<file path="src/rtl/clk_div_n.sv">
// Programmable integer clock divider (N = 2 .. 2^WIDTH-1) with glitch-free divisor update and a clk-domain tick.
// Define CLK_DIV_ODD50_EN to add a negedge flop that stretches odd-N high phases to 50% duty.
module clk_div_n #(
    parameter int unsigned WIDTH       = 8,
    parameter int unsigned DEFAULT_DIV = 2
) (
    input  logic             clk,
    input  logic             rst,
    input  logic             en,
    input  logic [WIDTH-1:0] div_val,
    input  logic             div_load,
    output logic             div_busy,
    output logic             clk_out,
    output logic             tick
);

    typedef enum logic [1:0] {IDLE, RUN, STOP} state_t;

    localparam logic [WIDTH-1:0] DEF_N    = WIDTH'(DEFAULT_DIV);
    localparam logic [WIDTH-1:0] DEF_LAST = WIDTH'(DEFAULT_DIV - 1);

    state_t           state;
    logic [WIDTH-1:0] cnt;
    logic [WIDTH-1:0] div_act;
    logic [WIDTH-1:0] div_pend;
    logic             pos_q;

    logic [WIDTH-1:0] load_val;
    logic [WIDTH-1:0] n_next;
    logic [WIDTH-1:0] cnt_next;
    logic             apply;

    always_comb begin
        load_val = (div_val < WIDTH'(2)) ? WIDTH'(2) : div_val;
        // Parked IDLE sits at N-1, so a wrap edge and an IDLE edge are both period boundaries.
        apply    = (state == IDLE) || (cnt == div_act - WIDTH'(1));
        n_next   = div_act;
        if (apply) begin
            if (div_load)
                n_next = load_val;
            else if (div_busy)
                n_next = div_pend;
        end
        if (apply)
            cnt_next = en ? '0 : n_next - WIDTH'(1);
        else
            cnt_next = cnt + WIDTH'(1);
    end

    always_ff @(posedge clk or negedge rst) begin
        if (!rst) begin
            state    <= IDLE;
            cnt      <= DEF_LAST;
            div_act  <= DEF_N;
            div_pend <= '0;
            div_busy <= 1'b0;
            pos_q    <= 1'b0;
            tick     <= 1'b0;
        end else begin
            if (apply)
                state <= en ? RUN : IDLE;
            else
                state <= en ? RUN : STOP;
            cnt     <= cnt_next;
            div_act <= n_next;
            if (apply) begin
                div_busy <= 1'b0;
            end else if (div_load) begin
                div_pend <= load_val;
                div_busy <= 1'b1;
            end
            // N>>1 equals N/2 for even N and (N-1)/2 for odd N; the parked count never falls below it.
            pos_q <= (cnt_next < (n_next >> 1));
            tick  <= (cnt_next == '0);
        end
    end

`ifdef CLK_DIV_ODD50_EN
    logic neg_q;

    always_ff @(negedge clk or negedge rst) begin
        if (!rst)
            neg_q <= 1'b0;
        else
            neg_q <= pos_q;
    end

    always_comb clk_out = pos_q | (div_act[0] & neg_q);
`else
    always_comb clk_out = pos_q;
`endif

endmodule

</file>
<file path="config.mk">
export PLATFORM = sky130hd
export DESIGN_NAME = clk_div_n
export DESIGN_NICKNAME = d
export VERILOG_FILES = /design/src/rtl/clk_div_n.sv
export SDC_FILE = /design/constraint.sdc
export NUM_CORES = 1
export LEC_CHECK = 0
export CORE_MARGIN = 1
export CORE_UTILIZATION = 40
export DETAILED_ROUTE_END_ITERATION = 10
export PLACE_DENSITY_LB_ADDON = 0.15
export SYNTH_ARGS = -nofsm -noshare
export SYNTH_HDL_FRONTEND = slang
export SYNTH_SLANG_ARGS = --single-unit
</file>
<file path="constraint.sdc">
create_clock -name clk -period 12.28 [get_ports clk]
set_input_delay 1.228 -clock clk [delete_from_list [all_inputs] [get_ports clk]]
set_output_delay 1.228 -clock clk [all_outputs]
set_load 0.02 [all_outputs]
</file>
==> results of run 1 <==
## path summary, 6_finish.rpt
check	start	endpoint	slack [ns]	cells past startpoint
worst max-delay path	div_act[1]	clk_out	7.32	18
worst min-delay path	div_pend[0]	div_pend[0]	0.49	2
worst max register to register	div_act[1]	clk_out	7.32	18
worst min register to register	div_pend[0]	div_pend[0]	0.49	2
max in group asynchronous	rst	cnt[0]	10.63	2
min in group asynchronous	rst	div_pend[1]	1.33	2
## where the power goes
group,switching (mW),internal (mW),leakage [nW]
registers,0.0578,0.136,0.339
logic,0.167,0.134,0.613
clock network,0.0398,0.0390,0.0439
## metal layers
| metal | vias to the layer above | part of all wire [%] | GRT usage [%] |
|---|---|---|---|
| met1 | 834 | 50 | 29.6 |
| met4 | 0 | 2.1 | 9.19 |
| li1 | 836 | - | - |
| met2 | 45 | 44 | 32.9 |
| met5 | - | 0 | 0 |
| met3 | 9 | 4.7 | 5.08 |
## placed cells by master (no fill, tap or decap), types with 2 or more instances in the layout
cell type	Yosys	final
nand4b_1	3	3
inv_1	15	15
dfstp_2	2	2
o22ai_1	4	4
clkdlybuf4s50_1	0	14
nor2b_1	2	2
a21o_1	5	5
or3_1	5	5
nand4_1	2	2
nand3b_1	2	2
dfrtp_1	27	27
o22a_1	2	2
nand3_1	6	6
o21ai_0	9	9
a31oi_1	2	2
ha_1	9	9
xor2_1	9	9
a21oi_1	6	6
o211ai_1	2	2
and2_1	2	2
clkinv_2	0	2
and3_1	4	4
xnor2_1	10	10
mux2i_1	7	7
nand2_1	17	17
mux2_2	7	7
nor2_1	18	18
nor3_1	5	5
clkbuf_8	0	5
o21a_1	2	2
o21ai_1	2	2
## state kept, by name, indices dropped and copies added (netlist names)
name,cells
tick,1
div_pend,8
div_busy,1
clk_out,1
div_act,8
cnt,8
state,2
## kinds of logic after synthesis
group | count (synthesis)
buffers and inverters | 25
DFF | 29
and+or+nand+nor | 77
AOI/OAI and AO/OA | 51
muxes | 15
xor gates and xnor gates | 19
adders and majority gates | 9
## critical path, stage by stage, from the launching register on
cell and delay, ns:
dfstp_2 0.60, inv_1 0.06, ha_1 0.20, nor2b_1 0.14, a21oi_1 0.16, o2111ai_1 0.17, o21a_1 0.27, nor2_1 0.69
mux2i_1 0.37, ha_1 0.25, inv_1 0.07, a2111oi_1 0.42, or4_1 0.18, o211ai_1 0.15, ha_1 0.36, a21o_1 0.18
a21o_1 0.17, a221o_1 0.33, nor3_1 0.12
## area by class of cell
cell class              count  share of cell area, %
well taps                  67                   3.60
inverters                  16                   2.58
clock inverters             3                  0.752
multi-input cells         171                   52.5
flip-flops and latches     29                   31.3
repair buffers             15                   6.34
clock buffers               5                   2.96
## through the flow
step | hold slack, ns | utilization [%] | power (mW)
after floorplan | 0.444 | - | 0.411
after global placement | 0.478 | 46.2 | 0.489
after detailed placement | 0.484 | 46.2 | 0.493
after CTS | 0.498 | 48.0 | 0.574
after global routing | 0.533 | 48.0 | 0.624
final | 0.492 | 48.0 | 0.573
==> impl_results.md, run 1 <==
- Status: complete, no violations
- Multi-input logic area: 1220 um^2
- Cells after Synth: ~230
- Post-route clock period utilization: 40.4%
- PwrDens: 246 nW/um^2
- Post-synthesis mux area share: 7.78%
- Post-DP HPWL: 3880 um
- Starting Density: 42.5%
- #FFs+latches synth: 29
- Largest net degree at the start of global routing: 30
- Max-Cap Viols: 0
- Via-to-Cell Ratio: 5.63
- Final setup fails: 0
- Mean post-synth cell area: 9.15 um^2
- H-Tree Level Count: 2
- Cell Count, Final, Fillers Out: 306
- Violation count after the first detailed-route iteration: 166
- Total gr overflow: 0
- Hold Path Class: reg2reg
- Clock skew: 0.00617 ns
- XOR/XNOR share of the synthesized area: 8.09%
- Placed Cells: 298
- Setup fix buffers added after clock tree synthesis: 0
- Total Routing Usage GR: between 20% and 30%
- Headroom to the max-slew limit: 42.9%
- Vias in the first global route: between 1500 and 2000
- Post-synthesis compound-gate area fraction: 17.7%
- Leading area contributor after synthesis: dfrtp_1
- Die Ht: 73.7 um
- EDFF count, synth: 0
- Max Transition Viols Final: 0
- Post-cts resize count: 0
- Sinks on the clock net: 29
- Die width: around 74 um
- CTS tree: yes
- Crit Path Category: reg2reg
- Share of the synthesized area in the top cell type: 32.8%
- Largest cells by area after synthesis: dfrtp_1 (33%), ha_1 (5.5%), xnor2_1 (4.3%)
- Residual DRC: 0
- Ys flop type: dfrtp_1
- I/O pin total: 15
- IO buf count: 14
- Die Footprint: 5440 um^2
- Antenna violations before repair: 0
- Total core area: slightly below 5000 um^2
- F_max: 202 MHz
- CTS buffer count: 5
- Yosys warns: 0
- Diode count: 0
- Hold Vio Cnt, Final: 0
- Final instance area: 2330 um^2
- Dpl ws: 7.23 ns
- Clock root buffer: clkbuf_8
- Worst setup EP type: register
- Post-CTS Hold Buffers: 0
- Leak pwr: about 1 nW
- Share of cells above drive strength 1: 10.5%
- Routability-driven placement congestion ratio: 0.942
- Synth Net Count: 246
- Async SR Flop Fraction: 100%
- Clk slew on worst S/H paths: 0.07 ns
- Synth-to-layout area growth: 13.1%
- Routed via count: 1724
- Drt first pass iters: 4
- Final ANT Viol Nets: 0
- Fillers: 488
- First-pass GRT wire length: 8650 um
- Synthesized cell area: approximately 2000 um^2
- VDD IR-drop max: ~0.12 mV
- Final nets: 259
- Slack of the critical path: between 7 and 8 ns
- Core Rows: 25
- Clock Latency Late Sink: 0.29 ns
- Routed wire length: 5160 um
- Critical path fanouts, max: 12
- Tmin final: 4.96 ns
- Largest family of logic cells by synthesized area: simple AND/OR/NAND/NOR gates
- TNS Setup: 0 ns
- Post-Place Cell Area: 2240 um^2
- Setup crit start kind: register
- WL/cell: 16.9 um
- Post-synth top cells: dfrtp_1 (27), nor2_1 (18), nand2_1 (17)
- Sequential area share after synthesis: 35.4%
- Clock buffer depth: 2
- Measured slew at the worst slew-check pin: 0.854 ns
- Reg area: 728 um^2
- Req. time, crit path: 12.49 ns
- Worst path arrival time: 5.16 ns
- Dominant cell by count in the synthesized netlist: dfrtp_1
- Post-synth cell types: 62
- Adder-cell area share of the yosys netlist: 5.47%
- Synth Area in Simple Gates: 20.4%
- Unrepaired setup endpoints after global routing: no
Note: power is estimated with default switching activity, not from simulation.
==> run 2, diff against run 1 <==
- clock period: 12.28 -> 4.35 ns (I/O delays scaled with it)
==> impl_results.md, run 2 (synthesis gave the netlist of run 1 again) <==
- Status: complete, no violations (unchanged)
- Total core area: 4850 um^2 (unchanged)
- Post-route clock period utilization: 92.0% (was 40.4%)
- Max-Cap Viols: 0 (unchanged)
- Worst setup EP type: register (unchanged)
- Routed wire length: 5140 um (was 5160 um)
- Clock Latency Late Sink: 0.28 ns (was 0.29 ns)
- Diode count: 0 (unchanged)
- First-pass GRT wire length: 8340 um (was 8650 um)
- Share of cells above drive strength 1: 14.5% (was 10.5%)
- H-Tree Level Count: 2 (unchanged)
- Post-CTS Hold Buffers: 0 (unchanged)
- Final nets: 268 (was 259)
- Synth-to-layout area growth: 17.9% (was 13.1%)
- Req. time, crit path: 4.55 ns (was 12.49 ns)
- Total Routing Usage GR: 21.3% (was 21.8%)
- Post-DP HPWL: 4000 um (was 3880 um)
- Clock root buffer: clkbuf_8 (unchanged)
- Headroom to the max-slew limit: 66.8% (was 42.9%)
- Biggest regs: cnt x8, div_act x8, div_pend x8 (unchanged)
- IO buf count: 14 (unchanged)
- Post-Place Cell Area: 2290 um^2 (was 2240 um^2)
- Via-to-Cell Ratio: 5.45 (was 5.63)
- Drt first pass iters: 4 (unchanged)
- Starting Density: 42.5% (unchanged)
- Setup crit start kind: register (unchanged)
- CTS tree: yes (unchanged)
- Die Footprint: 5440 um^2 (unchanged)
- Measured slew at the worst slew-check pin: 0.496 ns (was 0.854 ns)
- Worst path arrival time: 4.20 ns (was 5.16 ns)
- WL/cell: 16.3 um (was 16.9 um)
- Tmin final: 4.00 ns (was 4.96 ns)
- Routed via count: 1717 (was 1724)
- I/O pin total: 15 (unchanged)
- CTS buffer count: 5 (unchanged)
- TNS Setup: 0 ns (unchanged)
- Critical path fanouts, max: 5 (was 12)
- Most common cell after layout, fill and taps aside: dfrtp_1 (unchanged)
- PwrDens: 693 nW/um^2 (was 246 nW/um^2)
- Hold Vio Cnt, Final: 0 (unchanged)
- Core Rows: 25 (unchanged)
- VDD IR-drop max: 0.347 mV (was 0.121 mV)
- Final Util: 50.0% (was 48.0%)
- Max Transition Viols Final: 0 (unchanged)
- Total gr overflow: 0 (unchanged)
- F_max: 250 MHz (was 202 MHz)
- Routability-driven placement congestion ratio: 0.831 (was 0.942)
- FF-to-FF Start: div_act[1] (unchanged)
- Hold Path Origin: div_pend[0] (unchanged)
- Clock skew: 0.00496 ns (was 0.00617 ns)
- Final setup fails: 0 (unchanged)
- Clk slew on worst S/H paths: 0.06 ns (was 0.07 ns)
- Crit Path Category: reg2reg (unchanged)
- Hold Path Class: reg2reg (unchanged)
- Die Ht: 73.7 um (unchanged)
- Worst setup startpoint: div_act[1] (unchanged)
- Residual DRC: 0 (unchanged)
- Vias in the first global route: 1651 (was 1690)
- Antenna violations before repair: 0 (unchanged)
- Sinks on the clock net: 29 (unchanged)
- Largest net degree at the start of global routing: 30 (unchanged)
- Die width: 73.7 um (unchanged)
- Final ANT Viol Nets: 0 (unchanged)
- Final instance area: 2430 um^2 (was 2330 um^2)
- Clock buffer depth: 2 (unchanged)
- Commonest cells after routing, fill and taps aside: dfrtp_1 (27), nand2_1 (17), nor2_1 (17) (was dfrtp_1 (27), nor2_1 (18), nand2_1 (17))
- Violation count after the first detailed-route iteration: 68 (was 166)
- Leak pwr: 1.04 nW (was 0.996 nW)
run 2: cell types whose count changed in the layout (fill, tap and decap cells not counted), sizes merged:
cell,delta
buf,+9
clkbuf,+3
clkinv,-2
clkinvlp,-1
run 2: final timing paths:
path	slack (ns)	end	cells after the start
worst max-delay path	0.35	clk_out	18
worst min-delay path	0.50	div_pend[0]	2
worst max register to register	0.35	clk_out	18
worst min register to register	0.50	div_pend[0]	2
max in group asynchronous	3.49	cnt[0]	2
min in group asynchronous	0.55	div_pend[1]	2
run 2: final cells by class:
class | count | area [um^2]
multi-input cells | 171 | 1250
clock buffers | 8 | 90.1
inverters | 16 | 60.1
repair buffers | 24 | 215
well taps | 67 | 83.8
flip-flops and latches | 29 | 728
fillers | 459 | 2420
run 2: critical path: stages, from the launching register on:
cell and delay (ns):
dfstp_2 0.57, inv_1 0.05, ha_1 0.20, nor2b_1 0.15, a21oi_1 0.16, o2111ai_1 0.17, o21ai_2 0.22, nand2_1 0.14
a21o_1 0.22, ha_2 0.19, inv_1 0.14, a2111oi_4 0.06, or4_1 0.42, o211ai_1 0.14, ha_1 0.29, a21o_1 0.18
a21o_1 0.17, a221o_1 0.34, nor3_1 0.12
run 2: power breakdown:
group          internal, mW  switching (mW)  total (mW)
combinational         0.415           0.496       0.910
sequential            0.383           0.158       0.542
clock                 0.129          0.0997       0.229
total                 0.927           0.754        1.68
run 2: metal layers:
layer / vias to the layer above / part of all wire [%] / GRT usage [%]
met4: 0 / 2.1 / 8.76
met3: 8 / 2.6 / 3.70
met5: - / 0 / 0
met2: 28 / 44 / 33.2
met1: 817 / 51 / 28.9
li1: 864 / - / -
run 2: metrics by stage:
step	total power [mW]	instances	hold slack [ns]	setup slack, ns
2_1_floorplan	1.16	225	0.139	0.158
4_1_cts	1.65	313	0.506	0.0799
6_report	1.68	315	0.495	0.347
3_5_place_dp	1.42	305	0.492	0.0958
5_1_grt	1.82	315	0.536	-0.00230
3_3_place_gp	1.41	305	0.473	0.191
run 2: what timing repair did:
| action | CTS | global route |
|---|---|---|
| endpoints found under the setup margin | 0 | 1 |
| gates resized for setup | 0 | 5 |
| buffers inserted | 0 | 2 |
==> run 3, diff against run 2 <==
- CORE_MARGIN: 1 -> unset
- PLACE_DENSITY_LB_ADDON: 0.15 -> 0.08
==> impl_results.md, run 3 (synthesis gave the netlist of run 1 again) <==
- Worst setup EP type: register (unchanged)
- Hold slack: 0.493 ns (was 0.495 ns)
- Reg2Reg Capture Point: clk_out (unchanged)
- CTS buffer count: 5 (unchanged)
- Synth-to-layout area growth: 17.0% (was 17.9%)
- Tmin final: 4.13 ns (was 4.00 ns)
- Post-CTS Hold Buffers: 0 (unchanged)
- Residual DRC: 0 (unchanged)
- Post-cts resize count: 0 (unchanged)
- Antenna violations before repair: 0 (unchanged)
- Drt first pass iters: 4 (unchanged)
- Hold Vio Cnt, Final: 0 (unchanged)
- H-Tree Level Count: 2 (unchanged)
- Fillers: 484 (was 459)
- Via-to-Cell Ratio: 5.54 (was 5.45)
- Final ANT Viol Nets: 0 (unchanged)
- Diode count: 0 (unchanged)
- CP max stage delay: 0.59 ns (was 0.57 ns)
- Post-DP HPWL: 3950 um (was 4000 um)
- Critical path fanouts, max: 6 (was 5)
- Die Ht: 73.7 um (unchanged)
- Die Footprint: 5440 um^2 (unchanged)
- Measured slew at the worst slew-check pin: 0.509 ns (was 0.496 ns)
- Core Rows: 25 (unchanged)
- Final instance area: 2410 um^2 (was 2430 um^2)
- Post-Place Cell Area: 2290 um^2 (unchanged)
- Routed wire length: 5180 um (was 5140 um)
- WL/cell: 16.6 um (was 16.3 um)
- Headroom to the max-slew limit: 65.6% (was 66.8%)
- Starting Density: 42.5% (unchanged)
- F_max: 242 MHz (was 250 MHz)
- PwrDens: 689 nW/um^2 (was 693 nW/um^2)
- Routability-driven placement congestion ratio: 0.806 (was 0.831)
- Reg-to-reg setup timing slack: 0.22 ns (was 0.35 ns)
- VDD IR-drop max: 0.305 mV (was 0.347 mV)
- Largest net degree at the start of global routing: 30 (unchanged)
- Setup crit end: clk_out (unchanged)
- CP Cell Sequence: inv_1, ha_1, nor3b_2, xnor2_1, o2111ai_1, o21a_1, nor2_2, mux2i_1, ha_2, inv_1, a2111oi_2, or4_1, o211ai_1, ha_1, a21o_1, a21o_1, a221o_1, nor3_2 (was inv_1, ha_1, nor2b_1, a21oi_1, o2111ai_1, o21ai_2, nand2_1, a21o_1, ha_2, inv_1, a2111oi_4, or4_1, o211ai_1, ha_1, a21o_1, a21o_1, a221o_1, nor3_1)
- Clk slew on worst S/H paths: 0.06 ns (about the same)
- Crit Path Category: reg2reg (unchanged)
- Hold Path Class: reg2reg (unchanged)
- Setup crit start kind: register (unchanged)
- Hold Path Origin: div_pend[1] (was div_pend[0])
- Violation count after the first detailed-route iteration: 89 (was 68)
- Max Transition Viols Final: 0 (unchanged)
- First-pass GRT wire length: 8670 um (was 8340 um)
- Slowest CP cell: dfstp_2 (unchanged)
- Sinks on the clock net: 29 (unchanged)
- Total Routing Usage GR: 21.8% (was 21.3%)
- Die width: 73.7 um (unchanged)
- Post-route clock period utilization: 94.8% (was 92.0%)
- Commonest cells after routing, fill and taps aside: dfrtp_1 (27), nand2_1 (17), nor2_1 (17) (unchanged)
- Routed via count: 1729 (was 1717)
- Most common cell after layout, fill and taps aside: dfrtp_1 (unchanged)
- Vias in the first global route: 1714 (was 1651)
- Setup fix buffers added after clock tree synthesis: 0 (unchanged)
- Worst path arrival time: 4.33 ns (was 4.20 ns)
- Leak pwr: 1.03 nW (was 1.04 nW)
- CTS tree: yes (unchanged)
- Worst setup startpoint: div_act[1] (unchanged)
- Final setup fails: 0 (unchanged)
- Clock root buffer: clkbuf_8 (unchanged)
- Total power: 1.66 mW (was 1.68 mW)
- Share of cells above drive strength 1: 15.1% (was 14.5%)
- R2R cell count: 18 (unchanged)
- Total core area: 4850 um^2 (unchanged)
- Clock buffer depth: 2 (unchanged)
- Total gr overflow: 0 (unchanged)
- Clock skew: 0.00552 ns (was 0.00496 ns)
- I/O pin total: 15 (unchanged)
- Req. time, crit path: 4.56 ns (was 4.55 ns)
- Biggest regs: cnt x8, div_act x8, div_pend x8 (unchanged)
- FF-to-FF Start: div_act[1] (unchanged)
- Max-Cap Viols: 0 (unchanged)
- Final nets: 266 (was 268)
- Status: complete, no violations (unchanged)
- Clock Latency Late Sink: 0.28 ns (about the same)
- IO buf count: 14 (unchanged)
run 3: metrics by stage:
| step | setup slack [ns] | setup TNS (ns) | utilization [%] | instances |
|---|---|---|---|---|
| floorplan | 0.158 | 0 | - | 225 |
| global placement | 0.222 | 0 | 47.3 | 305 |
| detailed placement | 0.143 | 0 | 47.3 | 305 |
| CTS | 0.0962 | 0 | 49.2 | 312 |
| global route | -0.0195 | -0.0195 | 49.7 | 312 |
| finish | 0.225 | 0 | 49.7 | 312 |
run 3: worst min-delay path by stage:
| stage | end | slack (ns) | depth (start not counted) |
|---|---|---|---|
| finish | div_pend[1] | 0.49 | 2 |
| global route | div_pend[0] | 0.52 | 2 |
| CTS | div_pend[1] | 0.50 | 2 |
| detailed placement | div_pend[1] | 0.48 | 2 |
| global placement | div_pend[1] | 0.47 | 2 |
| floorplan | clk_out | 0.14 | 0 |
run 3: where the power goes:
group	internal [mW]	switching, mW
Clock	0.125	0.105
Sequential	0.383	0.160
Combinational	0.403	0.483
Total	0.911	0.748
run 3: final cells by class:
class,instances,area (um^2),area share [%]
Multi-Input combinational cell,171,1250,51.7
Sequential cell,29,728,30.2
Tap cell,67,83.8,3.48
Clock inverter,1,7.51,0.312
Clock buffer,6,82.6,3.43
Inverter,16,60.1,2.49
Timing Repair Buffer,22,200,8.31
run 3: critical path: cells and delay by family (launching register included):
kind | cells | cell delay (ns)
xor+xnor | 1 | 0.16
fa+ha+maj | 3 | 0.76
flops | 1 | 0.59
compound gates | 7 | 1.58
buf+inv | 2 | 0.14
mux | 1 | 0.25
simple gates | 4 | 0.56
run 3: per-layer routing:
layer	GRT usage (%)	up-vias	routed length [um]
li1	-	855	-
met1	30.8	831	2470
met2	33.9	36	2370
met3	3.98	7	275
met4	6.41	0	62
met5	0	-	0
